File: src/rtl/hpdmc_burst_dp_pkg.sv
// Shared types and constants for the HPDMC burst data path.
package hpdmc_burst_dp_pkg;

   localparam int         BURST_WORDS_DEF  = 4;
   localparam int         RD_DELAY_MAX_DEF = 7;
   localparam int         TWTR_DEF         = 2;
   localparam logic [3:0] MASK_ALL         = 4'hF;

   typedef enum logic [2:0] {
      ST_IDLE,
      ST_WR_LEAD,
      ST_WR_DATA,
      ST_WR_TAIL,
      ST_RD_GAP
   } dp_state_t;

endpackage

File: src/rtl/hpdmc_burst_dp_rd_tracker.sv
// Read tracker: one bit per future cycle; bit 0 set means di carries read data now.
module hpdmc_rd_tracker #(
   parameter int BURST_WORDS  = 4,
   parameter int RD_DELAY_MAX = 7
) (
   input  logic       clk,
   input  logic       rst_n,
   input  logic       load,
   input  logic [2:0] delay,
   output logic       capture,
   output logic       empty
);

   localparam int            TW  = RD_DELAY_MAX + BURST_WORDS;
   localparam logic [TW-1:0] RUN = TW'((1 << BURST_WORDS) - 1);

   logic [TW-1:0] trk;
   logic [TW-1:0] run_at;

   always_comb run_at = load ? (RUN << delay) : '0;

   // The run is placed at offset delay and shifted in the same edge, so bit 0
   // lands exactly delay cycles after the accept.
   always_ff @(posedge clk or negedge rst_n) begin
      if (!rst_n) trk <= '0;
      else        trk <= (trk | run_at) >> 1;
   end

   assign capture = trk[0];
   assign empty   = (trk == '0);

   a_read_window : assert property (@(posedge clk) disable iff (!rst_n)
      load |-> (delay != 3'd0 && int'(delay) <= RD_DELAY_MAX &&
                (trk & (RUN << delay)) == '0));

endmodule

File: src/rtl/hpdmc_burst_dp.sv
// Burst data path between the HPDMC scheduler and hpdmc_ddrio: write sourcing,
// read capture, bus turnaround and read/write spacing.
module hpdmc_burst_dp
   import hpdmc_burst_dp_pkg::*;
#(
   parameter int BURST_WORDS  = BURST_WORDS_DEF,
   parameter int RD_DELAY_MAX = RD_DELAY_MAX_DEF,
   parameter int TWTR         = TWTR_DEF
) (
   input  logic        sys_clk,
   input  logic        sys_rst_n,
   input  logic        cmd_valid,
   input  logic        cmd_write,
   output logic        cmd_ready,
   input  logic [2:0]  read_delay,
   input  logic [1:0]  write_delay,
   output logic        wr_ready,
   input  logic [31:0] wr_data,
   input  logic [3:0]  wr_mask,
   output logic [31:0] rd_data,
   output logic        rd_valid,
   output logic        direction,
   output logic [31:0] ddr_do,
   output logic [3:0]  mo,
   input  logic [31:0] di,
   output logic        busy
);

   localparam int CW = $clog2(BURST_WORDS + TWTR + 4) + 1;

   dp_state_t     state;
   logic [CW-1:0] cnt;
   logic          trk_capture, trk_empty, trk_was_busy;
   logic          turnaround, accept, acc_wr, acc_rd;

   assign turnaround = !trk_empty || trk_was_busy;
   assign accept     = cmd_valid && cmd_ready;
   assign acc_wr     = accept && cmd_write;
   assign acc_rd     = accept && !cmd_write;
   assign busy       = (state != ST_IDLE) || !trk_empty;

   always_comb begin
      cmd_ready = 1'b0;
      case (state)
         ST_IDLE:    cmd_ready = cmd_write ? !turnaround : 1'b1;
         ST_WR_TAIL: cmd_ready = cmd_write && !turnaround;
         default:    cmd_ready = 1'b0;
      endcase
   end

   hpdmc_rd_tracker #(
      .BURST_WORDS  (BURST_WORDS),
      .RD_DELAY_MAX (RD_DELAY_MAX)
   ) u_trk (
      .clk     (sys_clk),
      .rst_n   (sys_rst_n),
      .load    (acc_rd),
      .delay   (read_delay),
      .capture (trk_capture),
      .empty   (trk_empty)
   );

   // wr_ready is registered, so a write_delay of 0 behaves as 1.
   always_ff @(posedge sys_clk or negedge sys_rst_n) begin
      if (!sys_rst_n) begin
         state     <= ST_IDLE;
         cnt       <= '0;
         wr_ready  <= 1'b0;
         direction <= 1'b1;
         ddr_do    <= '0;
         mo        <= MASK_ALL;
      end else begin
         case (state)
            ST_IDLE, ST_WR_TAIL: begin
               if (acc_wr) begin
                  cnt <= '0;
                  if (write_delay <= 2'd1) begin
                     state     <= ST_WR_DATA;
                     wr_ready  <= 1'b1;
                     direction <= 1'b0;
                  end else begin
                     state <= ST_WR_LEAD;
                     cnt   <= CW'(write_delay - 2'd2);
                  end
               end else if (acc_rd) begin
                  cnt   <= '0;
                  state <= (BURST_WORDS > 1) ? ST_RD_GAP : ST_IDLE;
               end else if (state == ST_WR_TAIL) begin
                  if (cnt == CW'(TWTR - 1)) state <= ST_IDLE;
                  else                      cnt   <= cnt + CW'(1);
               end
            end
            ST_WR_LEAD: begin
               if (cnt == '0) begin
                  state     <= ST_WR_DATA;
                  wr_ready  <= 1'b1;
                  direction <= 1'b0;
               end else begin
                  cnt <= cnt - CW'(1);
               end
            end
            ST_WR_DATA: begin
               if (wr_ready) begin
                  ddr_do <= wr_data;
                  mo     <= wr_mask;
                  cnt    <= cnt + CW'(1);
                  if (cnt == CW'(BURST_WORDS - 1)) wr_ready <= 1'b0;
               end else begin
                  // Last word is on the pins this cycle; release the bus after it.
                  mo        <= MASK_ALL;
                  direction <= 1'b1;
                  cnt       <= '0;
                  state     <= (TWTR > 0) ? ST_WR_TAIL : ST_IDLE;
               end
            end
            ST_RD_GAP: begin
               if (cnt == CW'(BURST_WORDS - 2)) state <= ST_IDLE;
               else                             cnt   <= cnt + CW'(1);
            end
            default: state <= ST_IDLE;
         endcase
      end
   end

   always_ff @(posedge sys_clk or negedge sys_rst_n) begin
      if (!sys_rst_n) begin
         rd_valid     <= 1'b0;
         rd_data      <= '0;
         trk_was_busy <= 1'b0;
      end else begin
         rd_valid     <= trk_capture;
         trk_was_busy <= !trk_empty;
         if (trk_capture) rd_data <= di;
      end
   end

endmodule

File: config.mk
export PLATFORM = sky130hd
export DESIGN_NAME = hpdmc_burst_dp
export DESIGN_NICKNAME = d
export VERILOG_FILES = /design/src/rtl/hpdmc_burst_dp_pkg.sv /design/src/rtl/hpdmc_burst_dp_rd_tracker.sv /design/src/rtl/hpdmc_burst_dp.sv
export SDC_FILE = /design/constraint.sdc
export NUM_CORES = 1
export LEC_CHECK = 0
export BUFFER_PORTS_ARGS = -buffer_cell sky130_fd_sc_hd__buf_2
export CORE_MARGIN = 1.5
export CORE_UTILIZATION = 35
export CTS_CLUSTER_DIAMETER = 50
export DETAILED_ROUTE_END_ITERATION = 8
export PLACE_DENSITY = 0.66
export SYNTH_ARGS = -nofsm -noshare
export SYNTH_HDL_FRONTEND = slang
export SYNTH_SLANG_ARGS = --single-unit
File: constraint.sdc
create_clock -name sys_clk -period 2.4 [get_ports sys_clk]
set_input_delay 0.12 -clock sys_clk [delete_from_list [all_inputs] [get_ports sys_clk]]
set_output_delay 0.12 -clock sys_clk [all_outputs]
set_load 0.05 [all_outputs]
# ---- After elaboration in Yosys (flattened, before gate mapping)
# Cells that the tools add are included.
dict set report word_totals {
  reg_bits 90
  inputBits 77
  out_inout_bits 73
}
dict set report op_classes {
  addsub 3
  order_cmp 1
  eq_ne 17
  shifts 1
  bitwise_logic 1
  n_reduce_logical 21
  muxes 33
}
# op count
set ops {}
lappend ops {{$mux W5} 8}
lappend ops {{$mux W3} 7}
lappend ops {{$pmux W5 S4} 1}
lappend ops {{$reduce_and A5 Y1} 3}
lappend ops {{$ne A2 B2 Y1 const B} 7}
lappend ops {{$ne A4 B3 Y1 const B} 3}
lappend ops {{$pmux W3 S4} 1}
lappend ops {{$logic_not A11 Y1} 1}
lappend ops {{$mux W11} 1}
lappend ops {{$or A10 B11 Y11} 1}
lappend ops {{$shl A4 B3 Y11 const A} 1}
lappend ops {{$eq A5 B2 Y1 const B} 2}
lappend ops {{$mux W1} 10}
lappend ops {{$eq A3 B2 Y1 const B} 2}
lappend ops {{$pmux W1 S3} 2}
lappend ops {{$reduce_bool A3 Y1} 2}
lappend ops {{$add A5 B1 Y5 const B} 1}
lappend ops {{$eq A5 B1 Y1 const B} 1}
lappend ops {{$logic_not A5 Y1} 1}
lappend ops {{$sub A5 B1 Y5 const B} 1}
lappend ops {{$logic_and A1 B1 Y1} 4}
lappend ops {{$mux W4} 1}
lappend ops {{$reduce_and A4 Y1} 1}
lappend ops {{$reduce_bool A4 Y1} 1}
lappend ops {{11 further kinds} 14}

# ---- Depth between registers and ports, before layout
# Gate-level depths: netlist of run 1.
dict set report logic_depth {
  depth_word 11
  depth_mapped 7
  ltp_nobuf 7
}

# ---- Modules after synthesis
# Synthesis of run 1 repeated with hierarchy kept, for this count alone.
dict set report hier_totals {
  hier_cells 308
  hier_area_um2 4046.4
}
# module cells_each area_each_um2 instances
set by_module_without_submodules {}
lappend by_module_without_submodules {hpdmc_burst_dp 273 3616.0 1}
lappend by_module_without_submodules {hpdmc_rd_tracker 35 430.4 1}

# ---- Worst setup path before layout of run 1
# OpenSTA, ideal clock, no wires.
dict set report synth_path {
  kind {register to output}
  from {register u_trk.trk[0]}
  to {output cmd_ready}
  path_slack_ps -144
  path_stages_with_launch 7
  path_buffers 2
  arrival_ps 2424
  required_ps 2280
  path_cell_list {dfrtp_1 -> buf_6 -> or4_4 -> or3_1 -> buf_6 -> o32a_1 -> nor2_1}
}
dict set report synth_via {
  elab_chain_cells 6
}
# item line_no
set synth_lines {}
lappend synth_lines {{from (decl)} hpdmc_burst_dp_rd_tracker.sv:17} ;# logic [TW-1:0] trk;
lappend synth_lines {{from (signal assigned)} hpdmc_burst_dp_rd_tracker.sv:26} ;# else trk <= (trk | run_at) >> 1;
lappend synth_lines {{$logic_not A11 Y1 *} hpdmc_burst_dp_rd_tracker.sv:30} ;# assign empty = (trk == '0);
lappend synth_lines {{$logic_not A1 Y1 *} hpdmc_burst_dp.sv:36} ;# assign turnaround = !trk_empty || trk_was_busy;
lappend synth_lines {{$logic_or A1 B1 Y1 *} hpdmc_burst_dp.sv:36}
lappend synth_lines {{$logic_not A1 Y1 *} {hpdmc_burst_dp.sv:45, hpdmc_burst_dp.sv:46}}
lappend synth_lines {{$mux W1 / $logic_and A1 B1 Y1 (equally long branches)} {hpdmc_burst_dp.sv:45, hpdmc_burst_dp.sv:46}}
lappend synth_lines {{$pmux W1 S2 *} hpdmc_burst_dp.sv:44} ;# case (state)
lappend synth_lines {{to (decl)} hpdmc_burst_dp.sv:14} ;# output logic cmd_ready,
# Every way passes the cells marked *; elsewhere a longest branch is shown, timed or not.

# ---- Final worst setup path of run 1
dict set report layout_path {
  from {register u_trk.trk[1]}
  to {output busy}
}
dict set report layout_via {
  elab_chain_cells 3
}
# item line_no
set layout_lines {}
lappend layout_lines {{$logic_not A11 Y1} hpdmc_burst_dp_rd_tracker.sv:30}
lappend layout_lines {{$logic_not A1 Y1} hpdmc_burst_dp.sv:40} ;# assign busy = (state != ST_IDLE) || !trk_empty;
lappend layout_lines {{$logic_or A1 B1 Y1} hpdmc_burst_dp.sv:40}
lappend layout_lines {{to (decl)} hpdmc_burst_dp.sv:26} ;# output logic busy
# No other way between the ends.

==> summary by stage, run 1 <==
Yosys
The gate count of the mapped netlist is 303. After synthesis the cells add up to 0.00396 mm2. Counting flops with a built-in enable in the synthesized netlist gives 0. After synthesis, the cell types taking the most area are sky130_fd_sc_hd__dfrtp_1, sky130_fd_sc_hd__mux2_2, sky130_fd_sc_hd__dfstp_2, sky130_fd_sc_hd__ha_1, sky130_fd_sc_hd__nor2_1. The synthesized net count is 387. The top cell type's share of synthesized area is 53.7%. In this run the mean area of a mapped cell was 13.1 um2. For this run, the register share of the synthesized area comes to 57.0%. Summed over all instances, the cell type with the most area after synthesis is sky130_fd_sc_hd__dfrtp_1. For this run, asynchronously set or reset flops after synthesis account for 100%. During synthesis, Yosys emitted a total of 0 warnings. The flop and latch count out of synthesis is 90.

In the synthesized netlist the dominant register cell turns out to be sky130_fd_sc_hd__dfrtp_1. After synthesis, the netlist uses 55 different library cells.

Timing
The final setup violation count is 2. The tightest hold path in the finished design has a slack of 0.0130 ns. The final critical-path required period is 2.42 ns. The remaining max-slew budget at the tightest pin is 61.4%. The share of the clock period used by the worst path after layout is 101%. The final critical-path setup slack is -0.0182 ns. The number of max-slew violations in the final report is 0.

The timing-limited maximum frequency is 0.414 GHz. The pin slew with the least headroom to its limit is 0.578 ns. The count of final hold-check violations is 0.

Setup repair after global routing could not meet its margin everywhere. On the final layout, the worst clock skew is 0.00704 ns. Summed over all failing endpoints, the final setup total negative slack is -0.0268 ns.

Floorplan
The placement row count is 38. The number of top-level pins is 150. The width of the die is 109 um. Once the floorplan was initialized, standard cells occupied 36.2% of the core.

The core footprint is 0.0109 mm2. The die covers 0.0120 mm2. The die outline height is 109 um.

Placed design
At the end of routability-driven placement, the weighted congestion stood at 0.824. The detailed placer's ending HPWL is 6430 um. Port buffering added 149 buffers. Counting tap cells, the placed design contains a total of 592 instances.

Pwr
The analysis attributes to net switching a power of 4.24 mW. Of the total power, registers draw 29.5%. The portion of total power attributed to the clock network is 17.3%. The static leakage is 2.58 nW.

The internal portion of the total power is 4.73 mW. The switching portion of total power is 47.3%. The overall power of the completed layout is 8.97 mW. The maximum vdd ir drop is 0.856 mV. The combinational share of power is 53.2%. Dividing total power by cell area gives a power density of 1670 mW/mm2.

Worst hold path
The startpoint of the worst hold path is di[12]. The path class of the tightest hold or removal check is input port to register.

Worst setup path
At the worst endpoint, the arrival time is 2.30 ns. The launch instance of the worst register-to-register path is cnt[1]. The beginning of the critical path is u_trk.trk[1]. The critical path class is register to output pin.

The data required time of the worst path is 2.28 ns. The category of the worst setup path capture point is an output pin. STA classifies the critical path startpoint as a register. The largest fanout on the critical path is 4.

Run status
The checks that failed: setup timing. The flow ran to the end, but the final reports show violations.

Route
The DRC marker count from the first detailed-route iteration is 132. In the routed design, unresolved DRC markers number 0. After detailed routing, no signal wire sits above met4. The per-cell via count in the routed design is 4.99.

Wires add up to 8980 um. The routed wirelength normalized by instance count is 14.6 um. In the detailed route, the total length drawn on met3 is 788 um.

The amount of wire on met2 after detailed routing is 4210 um. The first TritonRoute pass finished after 4 iterations. In the final routing, the length of wire on met1 measures 3890 um.

Summing over every cut layer, the via total after detailed routing is 3056. The number of nets with antenna violations after detailed routing is 0.

Clock network
Clock-pin slew was measured on the worst setup and hold paths at 0.07 ns. Buffers inserted during clock tree synthesis total 9. The H-tree was split into 3 levels.

The TritonCTS clock tree is built. The tree built by TritonCTS fans out to 90 sinks. The insertion delay to the later sink of the worst-skew pair is 0.33 ns.

The clock tree buffer depth is 2. The tree is rooted in a sky130_fd_sc_hd__clkbuf_16.

GRT
The first global-routing pass estimated 14200 um of wire. The global-route usage over all layers is 15.2%. The number of antenna violations at the first check in global routing came to 0.

Entering global routing, the biggest net connects 48 pins. The total overflow reported by the global router is 0. The number of global-route vias before repair came to 2975.

Final layout
Relative to the synthesized area, the layout overhead comes to 35.4%. The number of inserted diodes is 0. The finished layout holds 613 standard cells, fillers aside. In the final layout, the share of cells above drive strength 1 is 57.1%. For this run, the post-layout net count is 552.

The number of fill cells in the layout is 995. The post-route core utilization is 49.1%.

Job
The tool flagged a number of max-cap violations equal to 0.
critical path: stages (launching register included):
cell and delay (ns):
sky130_fd_sc_hd__dfrtp_1 0.37, sky130_fd_sc_hd__or4_4 0.54, sky130_fd_sc_hd__or3_4 0.42, sky130_fd_sc_hd__buf_6 0.14, sky130_fd_sc_hd__or3_4 0.34, sky130_fd_sc_hd__buf_8 0.16
layer usage:
metal,vias to the layer above,track usage [%]
met5,-,0
met4,0,5.10
met3,8,5.45
met2,133,23.9
met1,1476,19.3
li1,1439,-
cell families (layout without fill, tap and decap cells):
| logic type | Yosys count | after routing | synth area share (%) |
|---|---|---|---|
| multiplexers | 65 | 65 | 18.5 |
| buffers and inverters | 27 | 197 | 2.94 |
| flip-flops | 90 | 90 | 57.0 |
| XOR/XNOR | 2 | 2 | 0.442 |
| AO/OA/AOI/OAI | 49 | 49 | 9.60 |
| AND/OR/NAND/NOR | 63 | 63 | 9.38 |
| adder cells (fa/ha/maj) | 7 | 7 | 2.21 |
layout by cell type (no fill, tap or decap), types with 3 or more instances in the layout:
cell,Yosys,layout
sky130_fd_sc_hd__buf_2,0,146
sky130_fd_sc_hd__dfrtp_1,85,85
sky130_fd_sc_hd__mux2_2,65,65
sky130_fd_sc_hd__buf_4,0,19
sky130_fd_sc_hd__nor2_1,15,14
sky130_fd_sc_hd__nand2_1,11,11
sky130_fd_sc_hd__inv_1,10,10
sky130_fd_sc_hd__clkbuf_16,0,9
sky130_fd_sc_hd__a21o_1,7,7
sky130_fd_sc_hd__ha_1,7,7
sky130_fd_sc_hd__nand2b_1,6,6
sky130_fd_sc_hd__nor3_1,5,5
sky130_fd_sc_hd__a31oi_1,5,5
sky130_fd_sc_hd__dfstp_2,5,5
sky130_fd_sc_hd__a21oi_1,4,4
sky130_fd_sc_hd__a211oi_1,3,3
sky130_fd_sc_hd__nor4_1,3,3
sky130_fd_sc_hd__o21ai_0,4,3
flip-flops by register name (all words and copies together) (netlist names):
| signal | count |
|---|---|
| ddr_do | 32 |
| rd_data | 32 |
| u_trk.trk | 10 |
| cnt | 5 |
| mo | 4 |
| state | 3 |
| direction | 1 |
| rd_valid | 1 |
| trk_was_busy | 1 |
| wr_ready | 1 |
through the flow:
stage                     instance area (um2)  setup WS (ns)
final                                    5370        -0.0182
after global routing                     5370         -0.111
after CTS                                5360        -0.0535
after detailed placement                 4950        -0.0381
after global placement                   4950         0.0476
after floorplan                          3970        0.00951
cells in the mapped netlist, drive strengths merged (2+ instances only):
cell type	instances
or2	2
dfstp	5
nor4	4
buf	3
a21oi	4
nor4b	2
a22o	2
a31oi	5
a21o	7
o21ai	4
or4	2
a32o	2
or4b	2
nand4	2
or3	3
mux2	65
o21bai	2
nor3	5
nor2	15
a211oi	3
clkbuf	14
inv	10
o211ai	2
nand2	11
nor3b	2
nand3	2
nand2b	6
a221o	2
xnor2	2
a22oi	2
a31o	2
ha	7
dfrtp	85
timing repair:
action | CTS | global route
buffers inserted | 3 | 0
hold endpoints to repair | 39 | 0
gates resized for setup | 8 | 2
cloned | 0 | 0
setup endpoints to repair | 3 | 8
pin swaps | 3 | 2
hold buffers | 2 | 0
worst paths after layout:
| check | endpoint | slack [ns] | depth (start not counted) |
|---|---|---|---|
| worst min register to register | u_trk.trk[5] | 0.45 | 1 |
| max in group asynchronous | ddr_do[0] | 1.41 | 3 |
| min in group asynchronous | rd_data[10] | 0.33 | 2 |
| worst min-delay path | rd_data[12] | 0.01 | 2 |
| worst max register to register | wr_ready | 0.11 | 7 |
| worst max-delay path | busy | -0.02 | 5 |
layout make-up:
type | instances | area (um2) | share of cell area (%)
inverter | 10 | 37.5 | 0.699
tap | 140 | 175 | 3.26
multi-input combinational | 186 | 1610 | 30.0
clock inverter | 5 | 85.1 | 1.58
clock buffer | 11 | 253 | 4.71
timing repair buffer | 171 | 951 | 17.7
sequential | 90 | 2260 | 42.1
power by group through the flow:
stage	Combinational, mW	Clock, mW	Sequential (mW)
final	4.77	1.56	2.64
after CTS	4.78	1.61	2.65
after detailed placement	4.71	0	2.66
after global routing	5.05	1.67	2.74
after global placement	4.64	0	2.63
after floorplan	1.47	0	4.76
Power figures use the tool's default switching activity.
==> inputs of run 2 (changes only) <==
Settings changed: BUFFER_PORTS_ARGS -buffer_cell sky130_fd_sc_hd__buf_2 to not set, DONT_BUFFER_PORTS set to 1, PLACE_DENSITY 0.66 to 0.54.
==> summary by stage, run 2 (synthesized netlist as in run 1, its figures left out) <==
Route
The DRC marker count from the first detailed-route iteration was 98 (-26%). The number of vias after detailed routing is 2723 (-11%). The post-route DRC violation count is 0 (unchanged). The length of the first detailed-routing pass in iterations is 4 (unchanged).

The routed wirelength normalized by instance count was 16.3 um (+11%). The per-cell via count in the routed design is 5.01 (+0.41%). The number of nets with antenna violations after detailed routing was 0 (unchanged). The sum of routed wire length over all layers is 8880 um (-1.1%).

Clock network
The count of clock tree sinks is 90 (unchanged). The root buffer cell is sky130_fd_sc_hd__clkbuf_16. The number of buffers created by CTS is 9 (unchanged). The clock tree buffer depth is 2 (unchanged). The TritonCTS clock tree is built. The H-tree level count was 3 (unchanged). The clock-pin transition on the worst setup and hold timing paths is 0.06 ns (about the same).

The insertion delay to the later sink of the worst-skew pair came to 0.35 ns (+0.02 ns).

Worst setup path
Among cell families on the critical path, the largest total delay comes from simple AND/OR/NAND/NOR gates. The depth of the most critical reg-to-reg path is 7 (unchanged). The delay of the slowest cell on the worst path came to 0.53 ns (about the same). The critical path buffer and inverter count is 2 (unchanged). The signal on the critical path passes through or4_4 > or3_4 > buf_4 > or3_4 > buf_6.

The data required time of the worst path is 2.28 ns (about the same). The worst register-to-register path ends at cnt[0]. The setup path with the least slack is of type register to output pin. The largest individual stage delay along the critical path comes from the cell sky130_fd_sc_hd__or4_4.

The cell that appears most often on the critical path is sky130_fd_sc_hd__or3_4. STA classifies the critical path startpoint as a register. The beginning of the critical path is u_trk.trk[0]. The arrival time of data at the critical path endpoint is 2.33 ns (+0.03 ns). The logic depth of the worst setup path including buffers is 5 (unchanged). The worst-case register-to-register setup slack is -0.02 ns (-0.13 ns).

The launch instance of the worst register-to-register path is u_trk.trk[0]. The category of the worst setup path capture point is an output pin. The largest fanout on the critical path is 4 (unchanged).

Run status
The final reports fail on setup timing. The flow ran to the end, but the final reports show violations.

Timing
The remaining max-slew budget at the tightest pin was 64.3% (+2.8 points). The final setup skew is 0.00645 ns (-0.000600 ns). The timing-limited maximum frequency was 0.408 GHz (-1.4%). The summed negative setup slack over all endpoints came to -0.0784 ns (-0.0516 ns). Setup repair after global routing could not meet its margin everywhere.

The pin slew with the least headroom to its limit is 0.532 ns (-0.0466 ns). The final critical-path setup slack is -0.0518 ns (-0.0336 ns). The hold slack is 0.0178 ns (+0.00471 ns). The final critical-path required period is 2.45 ns (+0.0336 ns). The count of final hold-check violations is 0 (unchanged). The share of the clock period used by the worst path after layout is 102% (+1.4 points). The final setup violation count was 3 (+1). The number of max-slew violations in the final report was 0 (unchanged).

Worst hold path
The endpoint with the worst hold slack is u_trk.trk[5]. The cell count of the worst hold path is 2 (unchanged). In this run the most critical hold path is launched from read_delay[2]. The path class of the tightest hold or removal check is input port to register.

GRT
The pin count of the biggest net entering global routing is 91 (+90%). The global-route usage over all layers is 15.4% (+0.21 points). The wire length of the first global-routing pass is 13900 um (-2.2%).

The number of global-route vias before repair came to 2861 (-3.8%). The total overflow reported by the global router is 0 (unchanged). The number of antenna violations at the first check in global routing is 0 (unchanged).

Final layout
The area of the multi-input gates is 0.00161 mm2 (+0.23%). In the layout the commonest cells are sky130_fd_sc_hd__dfrtp_1, sky130_fd_sc_hd__dlygate4sd3_1, sky130_fd_sc_hd__mux2_2. The post-route core utilization is 49.2% (+0.11 points).

The number of inserted diodes came to 0 (unchanged). The combined flip-flop and latch cell area was 0.00226 mm2 (unchanged). The number of fill cells in the layout is 947 (-4.8%).

Compared with the post-synthesis result, the final layout area differs by 35.8%. The post-layout net count is 483 (-13%). The share of final-layout standard cells stronger than drive strength 1 is 32.2% (-25 points).

The largest registers in the layout are ddr_do: 32 flops, rd_data: 32 flops, u_trk.trk: 10 flops. The most common cell after layout, fill and taps aside is sky130_fd_sc_hd__dfrtp_1.

Job
The count of max-cap constraint violations is 0 (unchanged).

Pwr
The maximum vdd ir drop is 1.01 mV (+18%). The overall power of the completed layout is 8.35 mW (-7.0%). The static leakage is 2.33 nW (-9.6%). The total power density per cell area is 1550 mW/mm2 (-7.2%).

Floorplan
The core footprint is 0.0109 mm2 (unchanged). The die outline height was 109 um (unchanged). The width of the die came to 109 um (unchanged). The die footprint is 0.0120 mm2 (unchanged). The effective utilization at floorplan is 36.2% (unchanged). The placement row count is 38 (unchanged). The number of top-level pins is 150 (unchanged).

Placed design
The worst setup slack before clock tree synthesis was 0.0324 ns (+0.0705 ns). The placer congestion estimate is 0.828 (+0.49%). The detailed placer's ending HPWL is 5680 um (-12%). The count of input and output buffers is 0 (-100%).
==> run 2: cell count changes in the layout (fill, tap and decap cells not counted), sizes merged <==
cell / change
clkinv: +3
clkinvlp: -1
bufinv: -1
dlygate4sd3: +71
inv: -1
buf: -140
==> run 2: layout make-up <==
| cell class | instances | area share, % |
|---|---|---|
| flip-flops and latches | 90 | 42.0 |
| multi-input cells | 186 | 30.0 |
| repair buffers | 102 | 18.6 |
| clock buffers | 11 | 4.51 |
| well taps | 140 | 3.26 |
| clock inverters | 5 | 1.00 |
| inverters | 10 | 0.698 |
==> run 2: power by group <==
part / internal (mW) / switching [mW]
Sequential: 2.23 / 2.68
Clock: 0.831 / 0.564
Combinational: 1.17 / 0.878
==> run 2: through the flow <==
| step | instances | cell area [um2] |
|---|---|---|
| 3_5_place_dp | 449 | 4260 |
| 5_1_grt | 544 | 5380 |
| 3_3_place_gp | 449 | 4260 |
| 6_report | 544 | 5380 |
| 2_1_floorplan | 303 | 3970 |
| 4_1_cts | 541 | 5340 |
==> run 2: worst max-delay path by stage <==
stage,endpoint
detailed placement,wr_ready
finish,busy
CTS,cmd_ready
floorplan,cnt[0]
global placement,wr_ready
global route,cnt[0]
==> run 2: worst register-to-register path, delay by kind of cell (launching register included) <==
kind	cells	cell delay, ns
DFF	1	0.38
and+or+nand+nor	3	1.21
AOI/OAI and AO/OA	2	0.42
buffers and inverters	2	0.30
==> run 2: per-layer routing <==
layer / track usage [%] / vias up / part of all wire [%]
met5: 0 / - / 0
met4: 5.47 / 0 / 1.3
met3: 7.41 / 9 / 10
met2: 24.6 / 132 / 48
met1: 17.9 / 1286 / 41
li1: - / 1296 / -
==> run 2: timing repair <==
item / 4_1_cts / 5_1_grt
hold buffers: 74 / 0
setup buffers: 3 / 3
gates cloned: 0 / 0
resized for setup: 2 / 5
setup endpoints to repair: 2 / 11
pin swaps: 3 / 7
hold endpoints to repair: 163 / 0
